<file path="src/rtl/stopwatch_display_if.sv">
// Bus between the stopwatch counter path and the MM.SS display driver.
// The counter side drives time and adjust controls; the display side returns the panel drives.
interface stopwatch_display_if;
  logic [5:0] minutes;
  logic [5:0] seconds;
  logic       adj;
  logic       sel;
  logic       blink_clk;
  logic [6:0] seg;
  logic       dp;
  logic [3:0] an;

  modport master (
    output minutes, seconds, adj, sel, blink_clk,
    input  seg, dp, an
  );

  modport slave (
    input  minutes, seconds, adj, sel, blink_clk,
    output seg, dp, an
  );
endinterface

</file>
<file path="src/rtl/stopwatch_display.sv">
// 4-digit multiplexed common-anode MM.SS display driver with per-frame snapshot and BCD split.
// Define ADJ_BLINK_EN to blank the field under adjustment while blink_clk is high.
module stopwatch_display #(
  parameter int unsigned REFRESH_DIV = 100000
) (
  input logic                clk,
  input logic                rst_n,
  stopwatch_display_if.slave bus
);
  localparam int unsigned    DIV_W    = (REFRESH_DIV > 2) ? $clog2(REFRESH_DIV) : 1;
  localparam logic [DIV_W-1:0] DIV_LAST = DIV_W'(REFRESH_DIV - 1);
  localparam logic [6:0]     SEG_OFF  = 7'h7F;
  localparam logic [6:0]     SEG_DASH = 7'b0111111;

  // Tens in [7:4], ones in [3:0]; values above 59 are never rendered, so their split is don't-care.
  function automatic logic [7:0] bcd_split(input logic [5:0] v);
    logic [3:0] t;
    logic [5:0] r;
    if      (v >= 6'd50) t = 4'd5;
    else if (v >= 6'd40) t = 4'd4;
    else if (v >= 6'd30) t = 4'd3;
    else if (v >= 6'd20) t = 4'd2;
    else if (v >= 6'd10) t = 4'd1;
    else                 t = 4'd0;
    r = v - ({2'b00, t} * 6'd10);
    return {t, r[3:0]};
  endfunction

  function automatic logic [6:0] seg_encode(input logic [3:0] d);
    case (d)
      4'd0:    return 7'b1000000;
      4'd1:    return 7'b1111001;
      4'd2:    return 7'b0100100;
      4'd3:    return 7'b0110000;
      4'd4:    return 7'b0011001;
      4'd5:    return 7'b0010010;
      4'd6:    return 7'b0000010;
      4'd7:    return 7'b1111000;
      4'd8:    return 7'b0000000;
      4'd9:    return 7'b0010000;
      default: return SEG_OFF;
    endcase
  endfunction

  logic [DIV_W-1:0] div_cnt;
  logic             tick_p0;
  logic [1:0]       idx;
  logic [5:0]       min_s;
  logic [5:0]       sec_s;
  logic             blink_q;
  logic             vld_p1;
  logic [6:0]       seg_p2;
  logic             dp_p2;
  logic [3:0]       an_p2;

  logic [5:0]       field_v;
  logic [7:0]       digits;
  logic [3:0]       digit;
  logic [6:0]       seg_nxt;
  logic             dp_nxt;
  logic [3:0]       an_nxt;
  logic             blank_nxt;

  assign tick_p0 = (div_cnt == DIV_LAST);

  // Stage 0 -> 1: refresh divider, slot index, frame-end snapshot
  always_ff @(posedge clk) begin
    if (!rst_n) begin
      div_cnt <= '0;
      idx     <= 2'd0;
      min_s   <= 6'd0;
      sec_s   <= 6'd0;
      blink_q <= 1'b0;
      vld_p1  <= 1'b0;
    end else begin
      blink_q <= bus.blink_clk;
      vld_p1  <= tick_p0;
      div_cnt <= tick_p0 ? '0 : div_cnt + DIV_W'(1);
      if (tick_p0) begin
        idx <= idx + 2'd1;
        if (idx == 2'd3) begin
          min_s <= bus.minutes;
          sec_s <= bus.seconds;
        end
      end
    end
  end

  always_comb begin
    field_v = idx[1] ? min_s : sec_s;
    digits  = bcd_split(field_v);
    digit   = idx[0] ? digits[7:4] : digits[3:0];
    seg_nxt = (field_v > 6'd59) ? SEG_DASH : seg_encode(digit);
    an_nxt  = ~(4'b0001 << idx);
    dp_nxt  = (idx != 2'd2);
`ifdef ADJ_BLINK_EN
    // sel=1 targets the seconds slots (idx 0,1), sel=0 the minutes slots (idx 2,3)
    blank_nxt = bus.adj && blink_q && (bus.sel ? !idx[1] : idx[1]);
`else
    blank_nxt = 1'b0;
`endif
    if (blank_nxt) begin
      seg_nxt = SEG_OFF;
      an_nxt  = 4'hF;
      dp_nxt  = 1'b1;
    end
  end

`ifndef ADJ_BLINK_EN
  logic unused_adj_ctrl;
  assign unused_adj_ctrl = ^{bus.adj, bus.sel, blink_q};
`endif

  // Stage 1 -> 2: output register, loaded once per slot from the freshly advanced index
  always_ff @(posedge clk) begin
    if (!rst_n) begin
      seg_p2 <= SEG_OFF;
      dp_p2  <= 1'b1;
      an_p2  <= 4'hF;
    end else if (vld_p1) begin
      seg_p2 <= seg_nxt;
      dp_p2  <= dp_nxt;
      an_p2  <= an_nxt;
    end
  end

  assign bus.seg = seg_p2;
  assign bus.dp  = dp_p2;
  assign bus.an  = an_p2;
endmodule
</file>
<file path="src/flat_wrapper.sv">
// flat-port wrapper written by rule: the top's interface ports become plain ports
module stopwatch_display_flat 
#(
  parameter int unsigned REFRESH_DIV = 100000
)
  (clk, rst_n, bus_minutes, bus_seconds, bus_adj, bus_sel, bus_blink_clk, bus_seg, bus_dp, bus_an);
  stopwatch_display_if bus_i ();
  input logic clk;
  input logic rst_n;
  input wire logic [$bits(bus_i.minutes)-1:0] bus_minutes;
  input wire logic [$bits(bus_i.seconds)-1:0] bus_seconds;
  input wire logic [$bits(bus_i.adj)-1:0] bus_adj;
  input wire logic [$bits(bus_i.sel)-1:0] bus_sel;
  input wire logic [$bits(bus_i.blink_clk)-1:0] bus_blink_clk;
  output wire logic [$bits(bus_i.seg)-1:0] bus_seg;
  output wire logic [$bits(bus_i.dp)-1:0] bus_dp;
  output wire logic [$bits(bus_i.an)-1:0] bus_an;
  assign bus_i.minutes = bus_minutes;
  assign bus_i.seconds = bus_seconds;
  assign bus_i.adj = bus_adj;
  assign bus_i.sel = bus_sel;
  assign bus_i.blink_clk = bus_blink_clk;
  assign bus_seg = bus_i.seg;
  assign bus_dp = bus_i.dp;
  assign bus_an = bus_i.an;
  stopwatch_display #(.REFRESH_DIV(REFRESH_DIV)) u_core (.clk(clk), .rst_n(rst_n), .bus(bus_i));
endmodule
</file>
<file path="config.mk">
export PLATFORM = sky130hd
export DESIGN_NAME = stopwatch_display_flat
export DESIGN_NICKNAME = d
export VERILOG_FILES = /design/src/rtl/stopwatch_display_if.sv /design/src/rtl/stopwatch_display.sv /design/src/flat_wrapper.sv
export SDC_FILE = /design/constraint.sdc
export NUM_CORES = 1
export LEC_CHECK = 0
export ABC_AREA = 0
export BUFFER_PORTS_ARGS = -buffer_cell sky130_fd_sc_hd__buf_4
export CAP_MARGIN = 20
export CORE_MARGIN = 2
export CORE_UTILIZATION = 38
export CTS_BUF_LIST = sky130_fd_sc_hd__clkbuf_4
export DETAILED_ROUTE_END_ITERATION = 16
export GPL_ROUTABILITY_DRIVEN = 0
export PLACE_DENSITY_LB_ADDON = 0.15
export SKIP_LAST_GASP = 1
export SLEW_MARGIN = 30
export SYNTH_ARGS = -nofsm -noshare
export SYNTH_HDL_FRONTEND = slang
export SYNTH_SLANG_ARGS = --single-unit
</file>
<file path="constraint.sdc">
create_clock -name clk -period 3.4 [get_ports clk]
set_input_delay 0.68 -clock clk [delete_from_list [all_inputs] [get_ports clk]]
set_output_delay 0.68 -clock clk [all_outputs]
set_load 0.02 [all_outputs]
</file>
==> metrics.txt <==
setup TNS 0 ps; post-synthesis mux area share 6.53%; die width 81.4 um; maximum VDD drop 0.217 mV; antenna-violating nets left 0; WHS Path Cells 2; Fillers 593; Yosys top cell by area dfxtp_1; sequential cell area 861 um2; R2R Setup Slk 230 ps; Synth Instances 277; simple-gate area share of the yosys netlist 22.9%; Critical Path Slowest Stage Cell fa_2; adder-cell share of the synthesized area 7.91%; max-cap check violation count 0; slew of the pin with the lowest slew margin 564 ps; Initial DRC Count 35; static leakage 1.01 nW; core area 5850 um2; RSZ-0062 raised after global routing no; Synth Area in Compound Gates 14.7%; Overflow after GRT 0; most common cell after layout, fill and taps aside nand2_1; die height 81.4 um; Setup Crit Path Kind flip-flop to flip-flop; Root Buffer clkbuf_4; clk_lat worst skew 360 ps; crit start category flip-flop; Util after Layout 45.4%; Pwr Density 325 nW/um2; largest family of logic cells by synthesized area simple AND/OR/NAND/NOR gates; pre-CTS setup slack 129 ps; Pre-Repair DR Iteration Count 4; Crit path top cell by count mux2_2; Remaining DRCs 0; max-slew violation count 0; vias in the first global route 1754; Seq cells post-synth 43; Post-Place Cells 375; Routed WL per cell 11.9 um; slew margin rel. 62.4%; initial core utilization 38.9%; RR Endpoint u_core.bus.seg[0]$_SDFFE_PN1P_; Final Hold Fails 0; XOR/XNOR share of the synthesized area 5.38%; hold path start u_core.min_s[0]$_SDFFE_PN0P_; WHS 461 ps; Port Buffers 25; most frequent cells in the layout nand2_1, dfxtp_1, buf_4; Comb power frac 3.0%; switch share 21.8%; layout net count 337; initial antenna violation count 0; overall global routing resource usage 15.3%; TritonCTS buffer count 5; Hold Path Class flip-flop to flip-flop; area grow syn2layout 16.5%; Clock transition at path regs 130 ps; first-pass GRT wire length 7.91 mm; placed wire-length estimate 3.35 mm; unique cell type count in the Yosys netlist 46; ANT cells 0; Synth area leaders dfxtp_1, nand2_1, ha_1; worst setup margin 228 ps; Vias/cell 4.86; total power 0.863 mW; worst min-delay path endpoint u_core.min_s[0]$_SDFFE_PN0P_; cell area after layout 2650 um2; Final min period 3170 ps; peak fanout along the critical path 6; Critical Path End Type flip-flop; # hold bufs at CTS 0; cell-internal power 0.675 mW; top cell type's share of synthesized area 37.8%; run status finished clean; die area 6630 um2; worst clock skew 11.2 ps; WL final 4.55 mm; CTS tree done; Worst path max stage delay 480 ps; share of cells above drive strength 1 19.5%; CTS Buffer Depth 2; Top Ports 29; crit path cell chain buf_4, mux2_2, maj3_1, o21ai_2, o22ai_2, inv_1, ha_1, fa_2, nor2_1, a21o_1, mux2_2, nand3_1, a21oi_1; Clock power frac 38.0%; dpl cell area 2550 um2; clk sink count 43; area of the multi-input gates 1330 um2; endpoints failing setup 0; largest net degree at the start of global routing 18; period utilization 93.3%; Fmax achieved 0.315 GHz; post-synthesis average cell area 8.23 um2; WP data arrival 3420 ps; routed vias 1861; reg2reg path depth 13; synthesized cell area 2280 um2; sequential share of power 59.0%; post-synthesis sequential area ratio 37.8%; row count 28; Critical Path RT 3650 ps; htree depth 2; Layout Cells excl Fill 383; Worst Setup SP u_core.idx[1]$_SDFFE_PN0P_; Psw 0.188 mW; synth warn 0; syn nets 307; reg2reg start u_core.idx[1]$_SDFFE_PN0P_
[cell usage after synthesis, drive strengths merged]
cell type / count
nor4: 1
and2: 2
clkinv: 1
o221a: 1
xor2: 10
o22ai: 1
inv: 13
o211ai: 1
nor2: 31
fa: 1
nor2b: 1
a21oi: 26
xnor2: 4
mux2i: 5
a211o: 1
nor4b: 1
o41a: 1
nand4: 9
a31oi: 2
nand3: 11
clkbuf: 4
nor3: 4
a22oi: 1
a21o: 2
and3: 4
maj3: 1
mux2: 7
nand2: 45
nand3b: 1
buf: 5
o21ai: 16
o21a: 2
or3: 2
dfxtp: 43
o31ai: 1
nand2b: 3
ha: 12
o2bb2ai: 1
[power groups by stage]
stage                     Combinational, mW  Sequential (mW)  Clock [mW]
final                                0.0258            0.510       0.328
after global routing                 0.0297            0.510       0.363
after CTS                            0.0264            0.510       0.340
after detailed placement             0.0263            0.521           0
after global placement               0.0262            0.521           0
after floorplan                      0.0120            0.520           0
[cell type report]
type | instances | area share, %
sequential | 43 | 32.4
tap | 75 | 3.54
clock inverter | 3 | 1.60
inverter | 14 | 1.98
timing repair buffer | 32 | 9.05
clock buffer | 5 | 1.41
multi-input combinational | 211 | 50.0
[worst max-delay path: cells and delay by family (launching register included)]
kind            cells  cell delay, ps
flops               1             370
buf+inv             2             240
compound gates      4             550
fa+ha+maj           3            1000
simple gates        2             190
mux                 2             720
[logic make-up (layout without fill, tap and decap cells)]
kind of cell    Yosys count  count (layout)
buf+inv                  23              54
fa+ha+maj                14              14
flops                    43              43
compound gates           56              56
mux                      12              12
xor+xnor                 14              14
simple gates            115             115
[timing repair]
item                       4_1_cts  5_1_grt
buffers inserted                 0        0
setup endpoints to repair        0        5
gates resized for setup          0        5
[how the worst max path moves through the flow]
stage / end / cells past startpoint
2_1_floorplan: u_core.bus.seg[0]$_SDFFE_PN1P_ / 14
3_3_place_gp: u_core.bus.seg[0]$_SDFFE_PN1P_ / 14
3_5_place_dp: u_core.bus.seg[3]$_SDFFE_PN1P_ / 14
4_1_cts: u_core.bus.seg[0]$_SDFFE_PN1P_ / 14
5_1_grt: u_core.bus.seg[0]$_SDFFE_PN1P_ / 13
6_report: u_core.bus.seg[0]$_SDFFE_PN1P_ / 13
[state kept, by name, indices dropped and copies added, names as in the netlist]
register	count
u_core.min_s	6
u_core.sec_s	6
u_core.div_cnt	17
u_core.bus.seg	7
u_core.idx	2
u_core.vld_p1	1
u_core.bus.dp	1
u_core.bus.an	3
[layer usage]
layer / track usage, % / vias to the layer above / part of all wire, %
met5: 0 / - / 0
met3: 3.30 / 6 / 2.7
met4: 4.58 / 0 / 1.2
li1: - / 1004 / -
met1: 20.3 / 835 / 50
met2: 25.0 / 16 / 46
No activity file was read; power rests on OpenSTA's default activity.
